`config.mk`:
```
export PLATFORM = sky130hd
export DESIGN_NAME = spi_reg_bank
export DESIGN_NICKNAME = d
export VERILOG_FILES = /design/src/rtl/spi_reg_bank.sv
export SDC_FILE = /design/constraint.sdc
export NUM_CORES = 1
export LEC_CHECK = 0
export BUFFER_PORTS_ARGS = -buffer_cell sky130_fd_sc_hd__buf_2
export CAP_MARGIN = 20
export CORE_MARGIN = 2
export CORE_UTILIZATION = 40
export DETAILED_ROUTE_END_ITERATION = 8
export GPL_ROUTABILITY_DRIVEN = 0
export SYNTH_ARGS = -nofsm -noshare
export SYNTH_HDL_FRONTEND = slang
export SYNTH_SLANG_ARGS = --single-unit
```
`constraint.sdc`:
```
create_clock -name clk -period 2.5 [get_ports clk]
set_input_delay 0.75 -clock clk [delete_from_list [all_inputs] [get_ports clk]]
set_output_delay 0.75 -clock clk [all_outputs]
set_load 0.05 [all_outputs]
```
`src/rtl/spi_reg_bank.sv`:
```
// SPI write/read register bank: NUM_REGS x DATA_W registers loaded from nCS/SCLK/COPI frames.
// Optional CIPO readback is built only when SPI_REG_READBACK_EN is defined.
module spi_reg_bank #(
   parameter int ADDR_W   = 7,
   parameter int DATA_W   = 8,
   parameter int NUM_REGS = 5,
   parameter int SPI_MODE = 0
) (
   input  logic                         clk,
   input  logic                         rst,
   input  logic                         nCS,
   input  logic                         SCLK,
   input  logic                         COPI,
   output logic                         CIPO,
   output logic                         cipo_oe,
   output logic [NUM_REGS*DATA_W-1:0]   regs_flat,
   output logic [NUM_REGS-1:0]          wr_strobe,
   output logic                         frame_err
);

   localparam int FRAME_LEN = 1 + ADDR_W + DATA_W;
   localparam int CNT_W     = $clog2(FRAME_LEN + 1);
   localparam bit CPOL      = ((SPI_MODE >> 1) & 1) != 0;
   localparam bit CPHA      = (SPI_MODE & 1) != 0;

   localparam logic [CNT_W-1:0] LEN_C  = CNT_W'(FRAME_LEN);
   localparam logic [CNT_W-1:0] LAST_C = CNT_W'(FRAME_LEN - 1);

   logic [1:0]            ncs_sync_q, sclk_sync_q, copi_sync_q;
   logic                  ncs_s, sclk_s, copi_s;
   logic                  ncs_prev_q, sclk_prev_q;
   logic                  armed_q;
   logic [CNT_W-1:0]      cnt_q, cnt_d;
   logic [FRAME_LEN-2:0]  shift_q, shift_d;
   logic [DATA_W-1:0]     regs_q [NUM_REGS];
   logic [NUM_REGS-1:0]   strobe_q;
   logic                  frame_err_q;

   logic                  sclk_rise, sclk_fall, sample_edge;
   logic                  in_frame, sampling, final_bit, ncs_rise;
   logic [FRAME_LEN-1:0]  word_now;
   logic [ADDR_W-1:0]     wr_addr;
   logic [DATA_W-1:0]     wr_data;
   logic                  addr_ok, commit, abort;

   assign ncs_s  = ncs_sync_q[1];
   assign sclk_s = sclk_sync_q[1];
   assign copi_s = copi_sync_q[1];

   assign sclk_rise   = sclk_s & ~sclk_prev_q;
   assign sclk_fall   = ~sclk_s & sclk_prev_q;
   assign sample_edge = (CPOL == CPHA) ? sclk_rise : sclk_fall;

   // Qualified on the previous nCS so a final edge landing with the nCS rise still counts.
   assign in_frame  = armed_q & ~ncs_prev_q;
   assign sampling  = in_frame & sample_edge & (cnt_q < LEN_C);
   assign final_bit = sampling & (cnt_q == LAST_C);
   assign ncs_rise  = ncs_s & ~ncs_prev_q;

   assign word_now = {shift_q, copi_s};
   assign wr_addr  = word_now[FRAME_LEN-2 -: ADDR_W];
   assign wr_data  = word_now[DATA_W-1:0];
   assign addr_ok  = {1'b0, wr_addr} < (ADDR_W+1)'(NUM_REGS);
   assign commit   = final_bit & word_now[FRAME_LEN-1] & addr_ok;
   assign abort    = ncs_rise & (cnt_q != '0) & (cnt_q < LEN_C) & ~final_bit;

   always_comb begin
      // NOTE: defaults first so every path assigns, otherwise a latch is inferred.
      cnt_d   = cnt_q;
      shift_d = shift_q;
      if (ncs_s || !armed_q) begin
         cnt_d   = '0;
         shift_d = '0;
      end else if (sampling) begin
         cnt_d   = cnt_q + CNT_W'(1);
         shift_d = word_now[FRAME_LEN-2:0];
      end
   end

   always_ff @(posedge clk) begin
      if (rst) begin
         // nCS sync resets low so a frame in flight is never mistaken for idle.
         ncs_sync_q  <= '0;
         sclk_sync_q <= '0;
         copi_sync_q <= '0;
         ncs_prev_q  <= 1'b0;
         sclk_prev_q <= 1'b0;
         armed_q     <= 1'b0;
         cnt_q       <= '0;
         shift_q     <= '0;
         strobe_q    <= '0;
         frame_err_q <= 1'b0;
         // NOTE: the register file is reset explicitly; its outputs drive live PWM/IO logic.
         for (int r = 0; r < NUM_REGS; r++) regs_q[r] <= '0;
      end else begin
         // NOTE: non-blocking so every flop samples the pre-edge values.
         ncs_sync_q  <= {ncs_sync_q[0], nCS};
         sclk_sync_q <= {sclk_sync_q[0], SCLK};
         copi_sync_q <= {copi_sync_q[0], COPI};
         ncs_prev_q  <= ncs_s;
         sclk_prev_q <= sclk_s;
         if (ncs_s) armed_q <= 1'b1;
         cnt_q       <= cnt_d;
         shift_q     <= shift_d;
         frame_err_q <= abort;
         for (int r = 0; r < NUM_REGS; r++) begin
            strobe_q[r] <= commit && (wr_addr == ADDR_W'(r));
            if (commit && (wr_addr == ADDR_W'(r))) regs_q[r] <= wr_data;
         end
      end
   end

   for (genvar r = 0; r < NUM_REGS; r++) begin : g_flat
      assign regs_flat[r*DATA_W +: DATA_W] = regs_q[r];
   end

   assign wr_strobe = strobe_q;
   assign frame_err = frame_err_q;

`ifdef SPI_REG_READBACK_EN
   logic                  shift_edge, addr_done;
   logic [ADDR_W-1:0]     rd_addr;
   logic [DATA_W-1:0]     rd_val;
   logic [DATA_W-1:0]     out_sh_q;
   logic                  cipo_q, oe_q;

   assign shift_edge = (CPOL == CPHA) ? sclk_fall : sclk_rise;
   assign addr_done  = sampling & (cnt_q == CNT_W'(ADDR_W)) & ~word_now[ADDR_W];
   assign rd_addr    = word_now[ADDR_W-1:0];

   always_comb begin
      rd_val = '0;
      for (int r = 0; r < NUM_REGS; r++)
         if (rd_addr == ADDR_W'(r)) rd_val = regs_q[r];
   end

   // With CPHA=0 the MSB goes out at load; the shift edge that follows re-drives it,
   // so each later shift edge presents the next bit ahead of the master's sample edge.
   always_ff @(posedge clk) begin
      if (rst || ncs_s) begin
         out_sh_q <= '0;
         cipo_q   <= 1'b0;
         oe_q     <= 1'b0;
      end else if (addr_done) begin
         out_sh_q <= rd_val;
         oe_q     <= 1'b1;
         if (!CPHA) cipo_q <= rd_val[DATA_W-1];
      end else if (shift_edge) begin
         cipo_q   <= out_sh_q[DATA_W-1];
         out_sh_q <= {out_sh_q[DATA_W-2:0], 1'b0};
      end
   end

   assign CIPO    = cipo_q;
   assign cipo_oe = oe_q;
`else
   assign CIPO    = 1'b0;
   assign cipo_oe = 1'b0;
`endif

endmodule

```
# --- Word-level counts from Yosys, hierarchy flattened ---
# Memory sizes are Yosys's and may differ from the RTL's.
# Cells that the tools add are included.
totals:
  out_inout_bits: 48
  input_bits: 5
  ff_bits: 35
  ramBits: 40
  wordCells: 70
  n_memories: 1
classes:
  n_eq_ne: 5
  addsub: 1
  n_bitwise: 19
  magnitude_cmp: 2
  n_reduce_logical: 10
  mux: 22
memory_table:
  columns: ["memory", "depth", "word_bits", "read_ports", "rd_ports_with_merged_regs", "wr", "line_no", "rtl"]
  rows:
  - ["regs_q", 5, 8, 5, 0, 5, "35", "logic [DATA_W-1:0] regs_q [NUM_REGS];"]
ops:
  columns: ["cell", "n"]
  rows:
  - ["$mux 8", 5]
  - ["$mux 1", 17]
  - ["$eq 7x2->1 const B", 2]
  - ["$and 1x1->1", 11]
  - ["$eq 7x1->1 const B", 1]
  - ["$eq 7x3->1 const B", 1]
  - ["$logic_not 7->1", 1]
  - ["$lt 7x3->1 const B", 1]
  - ["$add 5x1->5 const B", 1]
  - ["$eq 5x4->1 const B", 1]
  - ["$logic_and 1x1->1", 5]
  - ["$lt 5x5->1 const B", 1]
  - ["$or 1x1->1", 5]
  - ["$reduce_bool 5->1", 1]
  - ["$not 1->1", 3]
  - ["$reduce_or 2->1", 1]
  - ["$logic_not 1->1", 1]
  - ["$logic_or 1x1->1", 1]

# --- Longest topological paths before layout ---
logic_depth:
  depth_word: 12
  ltp_mapped: 7
  ltp_nobuf: 6

# --- Worst setup path before layout ---
# OpenSTA, ideal clock, no wires.
synth_path:
  kind: "register -> register"
  start: "register cnt_q[0]"
  end: "memory regs_q[0][0], enable pin"
  n_path_buf: 1
  arrival_time_ns: 2.284
  synth_period_minus_slack_ns: 2.682
  setup_ns: 0.398
  setup_slack_ns: -0.182
  stages_incl_launch_ff: 8
  required_time_ns: 2.102
  path_cell_list: "dfxtp_1 -> ha_1 -> and3_1 -> ha_1 -> and4b_1 -> nand4b_1 -> clkbuf_1 -> o41ai_1"
synth_lines:
  columns: ["item", "line_no", "rtl"]
  rows:
  - ["from (decl)", "33", "logic [CNT_W-1:0] cnt_q, cnt_d;"]
  - ["from (signal assigned)", "103", "cnt_q <= cnt_d;"]
  - ["to (decl)", "35", null]

==> results_tabular.tex <==
\begin{tabular}{lr}
\hline
Metric & Value \\
\hline
\multicolumn{2}{l}{\textbf{Finish}} \\
\quad Design Area, Final & 3310 um2 \\
\quad Utilization after layout & 51.9\% \\
\quad Antenna Diode Count & 0 \\
\quad Share of post-route cells with drive strength above 1 & 33.0\% \\
\quad Final nets & roughly 270 \\
\quad Signed area change from the synthesized netlist to the final layout & 25.2\% \\
\multicolumn{2}{l}{\textbf{Die}} \\
\quad Die width & between 80 and 90 um \\
\quad Top-level port count & 53 \\
\quad Number of rows created at floorplan & 29 \\
\quad Area of the core & $\sim$6400 um2 \\
\quad Height of the chip & 85.3 um \\
\quad Die area & 7280 um2 \\
\quad Starting density of the core & roughly two fifths \\
\multicolumn{2}{l}{\textbf{Clocking}} \\
\quad Maximum number of buffers from clock root to sink & 2 \\
\quad Number of H-tree branching levels & 3 \\
\quad Num CTS Buffers & 9 \\
\quad Clock net sink count & 75 \\
\quad Clock tree from TritonCTS & yes \\
\quad Worst-skew pair later-pin latency & 0.34 ns \\
\quad Clock transition at the registers of the reported paths & around 0.08 ns \\
\quad Clock Tree Root & sky130\_fd\_sc\_hd\_\_clkbuf\_8 \\
\multicolumn{2}{l}{\textbf{Worst setup path}} \\
\quad Highest fanout seen on the critical path & 8 \\
\quad Internal reg-to-reg setup slack & between 0.3 and 0.4 ns \\
\quad Setup CP Type & flip-flop to flip-flop \\
\quad Worst EP required & 2.71 ns \\
\quad Critical path's slowest cell & sky130\_fd\_sc\_hd\_\_dfxtp\_1 \\
\quad Maximum cell stage delay along the critical path & about 0.37 ns \\
\quad Most numerous cell on the critical path & sky130\_fd\_sc\_hd\_\_buf\_4 \\
\quad WP data arrival & 2.35 ns \\
\quad Critical Path End Type & flip-flop \\
\quad Launching element type of the critical path & flip-flop \\
\quad Cells along the critical path & ha\_1, and3\_1, ha\_1, and4b\_1, nand4b\_1, buf\_4, buf\_4, nor4b\_1, buf\_4 \\
\multicolumn{2}{l}{\textbf{Yosys}} \\
\quad Number of enable flip-flop cells after synthesis & 40 \\
\quad Top-area cell type share of the netlist area & 45.4\% \\
\quad Synthesized-area fraction occupied by ao, oa, aoi and oai cells & 3.69\% \\
\quad Sequential element share of the synthesized area & a little under three quarters \\
\quad Asr flop ratio synth & 0\% \\
\quad Dominant cells by area after synthesis & sky130\_fd\_sc\_hd\_\_edfxtp\_1 (45\%), sky130\_fd\_sc\_hd\_\_dfxtp\_1 (26\%), sky130\_fd\_sc\_hd\_\_mux2i\_1 (5.3\%), sky130\_fd\_sc\_hd\_\_nor4b\_1 (3.6\%), sky130\_fd\_sc\_hd\_\_nand2\_1 (2.7\%) \\
\quad Post-synthesis instance total & 193 \\
\quad Cell type with the largest total area after synthesis & sky130\_fd\_sc\_hd\_\_edfxtp\_1 \\
\quad Mux cell area share after synthesis & 5.30\% \\
\quad Warning count from the yosys run & 0 \\
\quad Unique cell type count in the Yosys netlist & 32 \\
\quad Library cell with the highest instance count after synthesis & sky130\_fd\_sc\_hd\_\_edfxtp\_1 \\
\quad Xor and xnor fraction of the mapped netlist area & 0\% \\
\quad Flip-flop and latch count after synthesis & 75 \\
\quad Largest family of logic cells by synthesized area & simple AND/OR/NAND/NOR gates \\
\quad Top FF cell, synth & sky130\_fd\_sc\_hd\_\_edfxtp\_1 \\
\quad Leading cell types by count after synthesis & sky130\_fd\_sc\_hd\_\_edfxtp\_1 (40), sky130\_fd\_sc\_hd\_\_dfxtp\_1 (35), sky130\_fd\_sc\_hd\_\_nand2\_1 (19) \\
\quad Adder-Cell Fraction of Synth Area & 1.42\% \\
\quad Simple-gate portion of the synthesized area & 14.8\% \\
\quad Cell area after technology mapping & 2650 um2 \\
\quad Average cell area after synthesis & 13.7 um2 \\
\multicolumn{2}{l}{\textbf{Outcome}} \\
\quad Result of the run & finished, final reports clean \\
\multicolumn{2}{l}{\textbf{STA}} \\
\quad Worst Max-Slew Pin Slew & roughly 0.56 ns \\
\quad Timing-limited maximum frequency & $\sim$470 MHz \\
\quad Clock Skew & 0.00785 ns \\
\quad RSZ-0062 raised after global routing & false \\
\quad Max-slew violations & 0 \\
\quad Slew Limit Headroom & slightly above 60\% \\
\quad Final hold violation count & 0 \\
\quad Final count of negative-setup-slack endpoints & 0 \\
\quad Crit path time final & 2.14 ns \\
\quad Fraction of the cycle the final worst path needs & 85.4\% \\
\multicolumn{2}{l}{\textbf{Drt}} \\
\quad DRC & 0 \\
\quad Routed Antenna Nets & 0 \\
\quad Wire length per cell & 14.0 um \\
\quad Vias/cell & 4.98 \\
\quad Total wire length after detailed routing & slightly below 5000 um \\
\quad Initial DRC count & 70 \\
\quad 1st-pass router iterations & 4 \\
\quad Overall via count from detail\_route & 1728 \\
\multicolumn{2}{l}{\textbf{Place}} \\
\quad Sum of net half-perimeters after detailed placement & about 3300 um \\
\quad Input/output buffers & 50 \\
\quad Placed cell areas & 3100 um2 \\
\multicolumn{2}{l}{\textbf{GRT}} \\
\quad Overflow after GRT & 0 \\
\quad Pin count of the biggest net entering global routing & 23 \\
\quad Wire length of the first global-routing pass & $\sim$8000 um \\
\quad Combined global-route utilization of all metal layers & 14.4\% \\
\quad Number of global-route vias before repair & 1626 \\
\quad Initial antenna violation count & 0 \\
\multicolumn{2}{l}{\textbf{Power}} \\
\quad Pwr per Cell Area & 748 nW/um2 \\
\quad Peak supply drop & roughly 0.52 mV \\
\quad Overall power & 2.48 mW \\
\quad Leakage power summed over all cells & 1.22 nW \\
\multicolumn{2}{l}{\textbf{Hold path}} \\
\quad Classification of the worst-slack hold path & flip-flop to flip-flop \\
\multicolumn{2}{l}{\textbf{Run}} \\
\quad Max-cap violations & 0 \\
\hline
\end{tabular}
## power breakdown
group          switching, mW  leakage (nW)  internal (mW)
Combinational          0.175         0.468         0.0407
Clock                  0.457        0.0939          0.466
Sequential            0.0118         0.663           1.33
## logic make-up after synthesis
logic type                 count (synthesis)
adders and majority gates                  3
and+or+nand+nor                           69
AOI/OAI and AO/OA                         15
other                                      1
DFF                                       75
muxes                                     14
buffers and inverters                     16
## per-layer routing
metal	wire length [um]	vias to the layer above	GRT usage [%]
met5	0	-	0
met4	81	0	8.66
met2	2180	60	21.8
met1	2290	807	18.2
met3	330	8	4.18
li1	-	853	-
## worst max-delay path, delay by kind of cell (launching register included)
kind	cells	cell delay, ns
flip-flops	1	0.37
adder cells (fa/ha/maj)	2	0.34
AND/OR/NAND/NOR	4	0.79
buffers and inverters	3	0.52
## metrics by stage
step | setup WS, ns | instances | TNS, ns | hold slack (ns)
floorplan | 0.112 | 194 | 0 | 0.414
global placement | 0.201 | 330 | 0 | 0.418
detailed placement | -0.0134 | 330 | -0.0668 | 0.430
CTS | 0.197 | 346 | 0 | 0.449
global route | 0.206 | 347 | 0 | 0.468
finish | 0.364 | 347 | 0 | 0.446
## sequential cells by signal (all words and copies together), names as in the netlist
register,flops
regs_q,40
shift_q,15
cnt_q,5
wr_strobe,5
copi_sync_q,2
ncs_sync_q,2
sclk_sync_q,2
armed_q,1
frame_err,1
ncs_prev_q,1
sclk_prev_q,1
## placed cells by master (no fill, tap or decap), types with 3 or more instances in the layout
cell / synthesis / final
sky130_fd_sc_hd__edfxtp_1: 40 / 40
sky130_fd_sc_hd__nand4_1: 4 / 4
sky130_fd_sc_hd__ha_1: 3 / 3
sky130_fd_sc_hd__nor4b_1: 11 / 10
sky130_fd_sc_hd__nor2b_1: 8 / 8
sky130_fd_sc_hd__clkbuf_8: 0 / 9
sky130_fd_sc_hd__o21ai_0: 5 / 5
sky130_fd_sc_hd__mux2i_1: 14 / 14
sky130_fd_sc_hd__nor3_1: 3 / 3
sky130_fd_sc_hd__nor2_1: 12 / 12
sky130_fd_sc_hd__buf_2: 1 / 50
sky130_fd_sc_hd__nand2_1: 19 / 19
sky130_fd_sc_hd__dfxtp_1: 35 / 35
sky130_fd_sc_hd__buf_4: 3 / 20
sky130_fd_sc_hd__nand2b_1: 3 / 3
sky130_fd_sc_hd__inv_1: 6 / 6
## final timing paths
| check | cells after the start | end | startpoint |
|---|---|---|---|
| max | 9 | regs_q[0][18] | cnt_q[0] |
| min | 1 | sclk_sync_q[1] | sclk_sync_q[0] |
| max reg2reg | 9 | regs_q[0][18] | cnt_q[0] |
| min reg2reg | 1 | sclk_sync_q[1] | sclk_sync_q[0] |
## final cells by class
cell class	instances	area, um2
Multi-Input combinational cell	103	694
Tap cell	77	96.3
Fill cell	554	3070
Clock buffer	9	124
Clock inverter	7	75.1
Timing Repair Buffer	70	400
Sequential cell	75	1900
Inverter	6	22.5
## timing repair
action	4_1_cts	5_1_grt
resized for setup	1	0
setup buffers	0	1
endpoints found under the setup margin	5	20
hold buffers	0	0
pin swaps	0	1
cloned	0	0
Power figures use the tool's default switching activity.
